`src/rtl/mem_dump_ser.sv`:
```
// Byte serializer for the memory dump path: one 8N1 frame per load.
// ready is high while idle and during the final cycle of the stop bit.
module mem_dump_ser #(
  parameter int SERIAL_WCNT = 100
) (
  input  logic       clk,
  input  logic       rst,
  input  logic [7:0] data,
  input  logic       load,
  output logic       txd,
  output logic       ready
);

  localparam int FRAME_BITS = 10;
  localparam int CW = $clog2(SERIAL_WCNT);

  logic [CW-1:0] cnt;
  logic [3:0]    bit_idx;
  logic [8:0]    sh;
  logic          active;
  logic          last;

  assign last  = (cnt == CW'(SERIAL_WCNT - 1));
  assign ready = !active ||
                 (last && bit_idx == 4'(FRAME_BITS - 1));

  // sh holds {stop, data}; the start bit is driven directly on load
  always_ff @(posedge clk) begin
    if (rst) begin
      active  <= 1'b0;
      cnt     <= '0;
      bit_idx <= '0;
      sh      <= '1;
      txd     <= 1'b1;
    end else if (load) begin
      active  <= 1'b1;
      cnt     <= '0;
      bit_idx <= '0;
      sh      <= {1'b1, data};
      txd     <= 1'b0;
    end else if (active) begin
      if (last) begin
        cnt <= '0;
        if (bit_idx == 4'(FRAME_BITS - 1)) begin
          active <= 1'b0;
        end else begin
          bit_idx <= bit_idx + 4'd1;
          txd     <= sh[0];
          sh      <= {1'b1, sh[8:1]};
        end
      end else begin
        cnt <= cnt + CW'(1);
      end
    end
  end

endmodule

```
`src/rtl/mem_dump_tx.sv`:
```
// Memory-to-host unloader: reads words from a memory read port
// and ships them little-endian over its own UART serializer.
module mem_dump_tx #(
  parameter int SERIAL_WCNT = 100,
  parameter int CNT_WIDTH   = 16
) (
  input  logic                 clk,
  input  logic                 rst,
  input  logic                 start,
  input  logic [31:0]          base_addr,
  input  logic [CNT_WIDTH-1:0] word_cnt,
  output logic                 mem_oe,
  output logic [31:0]          mem_addr,
  input  logic [31:0]          mem_rdata,
  input  logic                 mem_valid,
  output logic                 txd,
  output logic                 busy,
  output logic                 done
);

  typedef enum logic [2:0] {
    S_IDLE,
    S_REQ,
    S_WAIT,
    S_SEND,
    S_FIN
  } state_t;

  state_t               state, state_n;
  logic [CNT_WIDTH-1:0] cnt;
  logic [31:0]          word;
  logic [2:0]           byte_idx;
  logic                 load;
  logic [7:0]           ser_data;
  logic                 ser_ready;

  mem_dump_ser #(
    .SERIAL_WCNT(SERIAL_WCNT)
  ) u_ser (
    .clk  (clk),
    .rst  (rst),
    .data (ser_data),
    .load (load),
    .txd  (txd),
    .ready(ser_ready)
  );

  always_ff @(posedge clk) begin
    if (rst) state <= S_IDLE;
    else     state <= state_n;
  end

  // byte0 is loaded straight from mem_rdata so its start bit
  // begins in the cycle after mem_valid
  always_comb begin
    state_n  = state;
    load     = 1'b0;
    ser_data = 8'h00;
    unique case (state)
      S_IDLE: begin
        if (start)
          state_n = (word_cnt == '0) ? S_FIN : S_REQ;
      end
      S_REQ: state_n = S_WAIT;
      S_WAIT: begin
        if (mem_valid) begin
          load     = 1'b1;
          ser_data = mem_rdata[7:0];
          state_n  = S_SEND;
        end
      end
      S_SEND: begin
        if (ser_ready) begin
          if (byte_idx == 3'd4) begin
            state_n = (cnt == CNT_WIDTH'(1)) ? S_FIN : S_REQ;
          end else begin
            load     = 1'b1;
            ser_data = word[{byte_idx[1:0], 3'b000} +: 8];
          end
        end
      end
      S_FIN: state_n = S_IDLE;
      default: state_n = S_IDLE;
    endcase
  end

  always_ff @(posedge clk) begin
    if (rst) begin
      mem_oe   <= 1'b0;
      mem_addr <= '0;
      busy     <= 1'b0;
      done     <= 1'b0;
      cnt      <= '0;
      word     <= '0;
      byte_idx <= '0;
    end else begin
      mem_oe <= (state_n == S_REQ);
      done   <= (state == S_FIN);
      unique case (state)
        S_IDLE: begin
          if (start) begin
            busy     <= 1'b1;
            mem_addr <= base_addr & 32'hFFFF_FFFC;
            cnt      <= word_cnt;
          end
        end
        S_WAIT: begin
          if (mem_valid) begin
            word     <= mem_rdata;
            byte_idx <= 3'd1;
          end
        end
        S_SEND: begin
          if (ser_ready) begin
            if (byte_idx == 3'd4) begin
              mem_addr <= mem_addr + 32'd4;
              cnt      <= cnt - CNT_WIDTH'(1);
            end else begin
              byte_idx <= byte_idx + 3'd1;
            end
          end
        end
        S_FIN: busy <= 1'b0;
        default: ;
      endcase
    end
  end

endmodule

```
`config.mk`:
```
export PLATFORM = sky130hd
export DESIGN_NAME = mem_dump_tx
export DESIGN_NICKNAME = d
export VERILOG_FILES = /design/src/rtl/mem_dump_ser.sv /design/src/rtl/mem_dump_tx.sv
export SDC_FILE = /design/constraint.sdc
export NUM_CORES = 1
export LEC_CHECK = 0
export ABC_AREA = 1
export BUFFER_PORTS_ARGS = -buffer_cell sky130_fd_sc_hd__buf_2
export CORE_MARGIN = 2
export CORE_UTILIZATION = 30
export DETAILED_ROUTE_END_ITERATION = 10
export GPL_TIMING_DRIVEN = 0
export SYNTH_ARGS = -nofsm -noshare
export SYNTH_HDL_FRONTEND = slang
export SYNTH_SLANG_ARGS = --single-unit
```
`constraint.sdc`:
```
create_clock -name clk -period 4.1 [get_ports clk]
set_input_delay 0.615 -clock clk [delete_from_list [all_inputs] [get_ports clk]]
set_output_delay 0.615 -clock clk [all_outputs]
set_load 0.05 [all_outputs]
```
==> impl_metrics.env <==
export IMPL_num_rows=52
export IMPL_p_per_area_nw_per_um2=407.5
export IMPL_crit_path_max_fanout=10
export IMPL_crit_type="reg -> reg"
export IMPL_finalHoldViolations=0
export IMPL_arrival_ns=2.67
export IMPL_routabilityCongestion=0.9062
export IMPL_routedWlPerCell_um=14.33
export IMPL_start_util_pct=30.80
export IMPL_diodes=0
export IMPL_synth_main_ff_cell="dfxtp_1"
export IMPL_die_h_um=148.8
export IMPL_dpl_hpwl_mm=15.54
export IMPL_comb_power_share_pct=28.4
export IMPL_post_cts_buffers=0
export IMPL_clk_latency_ns=0.37
export IMPL_drv_slew=0
export IMPL_setup_tns_ns=0
export IMPL_postSynth_asyncResetShare_pct=0
export IMPL_cp_top_family="buffers and inverters"
export IMPL_internal_power_mw=1.868
export IMPL_grt_pass1_wl_mm=32.52
export IMPL_areaGrowthSynthToFinish_pct=19.37
export IMPL_grt_pass1_vias=6358
export IMPL_finalWirelength_mm=20.44
export IMPL_ir_worst_vdd_mv=0.1976
export IMPL_cts_resized=0
export IMPL_antenna_found_initial=0
export IMPL_cts_hold_buffers=0
export IMPL_syn_area_sq_um=6292
export IMPL_clockPowerShare_pct=30.1
export IMPL_cpMaxStageDelayCell="dfxtp_1"
export IMPL_nNetsFinal=1244
export IMPL_r2r_start="byte_idx[1]"
export IMPL_syn_avg_cell_area_sq_um=6.133
export IMPL_hp_start="word[27]"
export IMPL_rsz0062_at_grt="false"
export IMPL_cts_buffers_inserted=9
export IMPL_drive_above_1_share_pct=15.21
export IMPL_seqPwrFrac_pct=41.5
export IMPL_top_layer="met4"
export IMPL_maxCapViolations=0
export IMPL_root_buffer="clkbuf_16"
export IMPL_cts_path_max_buffers=2
export IMPL_vias=6840
export IMPL_crit_buf_inv=5
export IMPL_port_buffers=114
export IMPL_synth_distinct_cells=42
export IMPL_syn_instance_count=1026
export IMPL_grt_overflow_total=0
export IMPL_end_kind="register"
export IMPL_io_pins=120
export IMPL_whs_ns=0.4641
export IMPL_fp_coreArea_sq_um=20430
export IMPL_grt_max_degree=23
export IMPL_cp_start_kind="register"
export IMPL_die_area_sq_um=22150
export IMPL_post_route_period_util_pct=57.92
export IMPL_path_cells="inv_1 > clkbuf_1 > ha_1 > nand2_1 > inv_1 > nor2_4 > inv_2 > nand2_1 > nor2_4 > buf_6 > nand2_1 > a21oi_1"
export IMPL_holdPathEnd="word[27]"
export IMPL_die_w_um=148.8
export IMPL_cts_htree_levels=3
export IMPL_critPathMaxStageDelay_ns=0.40
export IMPL_crit_top_cell="nand2_1"
export IMPL_clkSinkCount=108
export IMPL_dr_wl_met2_mm=9.338
export IMPL_synth_edf_count=0
export IMPL_setup_viol_count_final=0
export IMPL_seq_area_frac_synth_pct=34.36
export IMPL_p_leak_nw=3.142
export IMPL_reg2reg_to="mem_addr[12]"
export IMPL_fin_worst_skew_ns=0.01166
export IMPL_sw_frac_of_total_pct=38.98
export IMPL_required_ns=4.39
export IMPL_clkTransAtPathRegs_ns=0.09
export IMPL_drtPass1Iterations=5
export IMPL_ys_seq_elements=108
export IMPL_switchingPower_mw=1.193
export IMPL_slew_headroom_pct=52.71
export IMPL_via_per_inst=4.793
export IMPL_hold_path_class="reg -> reg"
export IMPL_cts_tree="yes"
export IMPL_r2r_slack_ns=1.73
export IMPL_grtUsageTotal_pct=18.65
export IMPL_fmax_mhz=421.1
export IMPL_first_iter_violations=476
export IMPL_status="completed"
export IMPL_max_slew_worst_pin_slew_ns=0.7093
export IMPL_min_path_cells=2
export IMPL_drc=0
export IMPL_wl_met1_mm=9.246
export IMPL_ys_warn_count=0
export IMPL_final_antenna_net_count=0
export IMPL_wl_met3_mm=1.327
export IMPL_nFillCells=2256
export IMPL_reg2reg_depth=12
export IMPL_fin_crit_ns=2.375
## stage by stage
stage | setup slack (ns) | std cells | util (%) | total power [mW] | cell area [sq um]
after detailed placement | 1.750 | 1411 | 35.26 | 2.158 | 7204
after global placement | 1.780 | 1411 | 35.26 | 2.148 | 7204
final | 1.725 | 1427 | 36.77 | 3.061 | 7511
after global routing | 1.459 | 1427 | 36.77 | 3.244 | 7511
after floorplan | 2.129 | 1027 | - | 1.894 | 6296
after CTS | 1.710 | 1427 | 36.77 | 3.086 | 7511
## metal layers
metal | up-vias | track usage, %
li1 | 3535 | -
met1 | 3031 | 23.99
met2 | 235 | 31.50
met3 | 39 | 3.211
met4 | 0 | 6.667
met5 | - | 0
## Yosys cell counts, types with 3 or more instances
cell	n	area, sq um
nand2_1	303	1137
nor2_1	208	780.8
dfxtp_1	108	2162
inv_1	72	270.3
nand3_1	70	350.3
o21ai_0	65	325.3
a21oi_1	60	300.3
clkbuf_1	24	90.09
buf_2	9	45.04
nand4_1	9	56.30
ha_1	8	100.1
o21ai_1	8	40.04
o22ai_1	8	50.05
xor2_1	8	70.07
nand3b_1	7	52.55
nor3_1	7	35.03
buf_4	5	37.54
inv_2	4	15.01
or2_2	4	25.02
buf_6	3	33.78
nand2_2	3	18.77
nand3_2	3	30.03
nand3_4	3	52.55
nor2_2	3	18.77
## placed cells by master, fill, tap and decap left out, types with 4 or more instances in the layout
cell,instances
nand2_1,303
nor2_1,208
buf_2,123
dfxtp_1,108
inv_1,72
nand3_1,70
o21ai_0,65
a21oi_1,60
clkbuf_1,24
nand4_1,9
clkbuf_16,9
o21ai_1,8
xor2_1,8
o22ai_1,8
ha_1,8
nand3b_1,7
nor3_1,7
buf_4,5
or2_2,4
inv_2,4
## worst max path at each step
stage                           start            to  cells after the start  slack (ns)
after floorplan           mem_addr[2]  mem_addr[14]                     10        2.13
after global placement    byte_idx[0]  mem_addr[20]                     12        1.78
after detailed placement  byte_idx[0]       cnt[13]                     13        1.75
after CTS                 byte_idx[1]       cnt[13]                     13        1.71
after global routing      byte_idx[1]  mem_addr[11]                     12        1.46
final                     byte_idx[1]  mem_addr[12]                     12        1.73
## state kept, by name (all words and copies together), names as in the netlist
signal and count:
mem_oe 1, done 1, cnt 16, state 3, u_ser.bit_idx 4, word 32, busy 1, byte_idx 3
u_ser.txd 1, u_ser.sh 8, u_ser.active 1, mem_addr 30, u_ser.cnt 7
## final cells by class
cell class | count | area, sq um | area share, %
multi-input cells | 801 | 3638 | 48.44
flip-flops and latches | 108 | 2162 | 28.79
well taps | 270 | 337.8 | 4.498
clock buffers | 9 | 225.2 | 2.999
plain buffers | 41 | 206.4 | 2.749
repair buffers | 114 | 570.5 | 7.596
clock inverters | 7 | 81.33 | 1.083
inverters | 77 | 289.0 | 3.848
## power groups by stage
stage          registers, mW  clock network, mW  logic, mW
3_3_place_gp            1.29                  0      0.858
4_1_cts                 1.27              0.948      0.871
3_5_place_dp            1.29                  0      0.867
2_1_floorplan           1.40                  0      0.497
5_1_grt                 1.28              0.982      0.978
6_report                1.27              0.921      0.871
## kinds of logic after synthesis
| logic type | after synthesis | synth area share, % |
|---|---|---|
| and+or+nand+nor | 630 | 42.08 |
| DFF | 108 | 34.36 |
| AOI/OAI and AO/OA | 151 | 12.65 |
| adders and majority gates | 8 | 1.591 |
| other | 1 | 0.05960 |
| xor gates and xnor gates | 10 | 1.392 |
| buffers and inverters | 118 | 7.874 |
## worst min-delay path, stage by stage, from the launching register on
cell,delay [ns]
dfxtp_1,0.31
inv_1,0.06
a21oi_1,0.05
(Power assumes the default switching activity.)
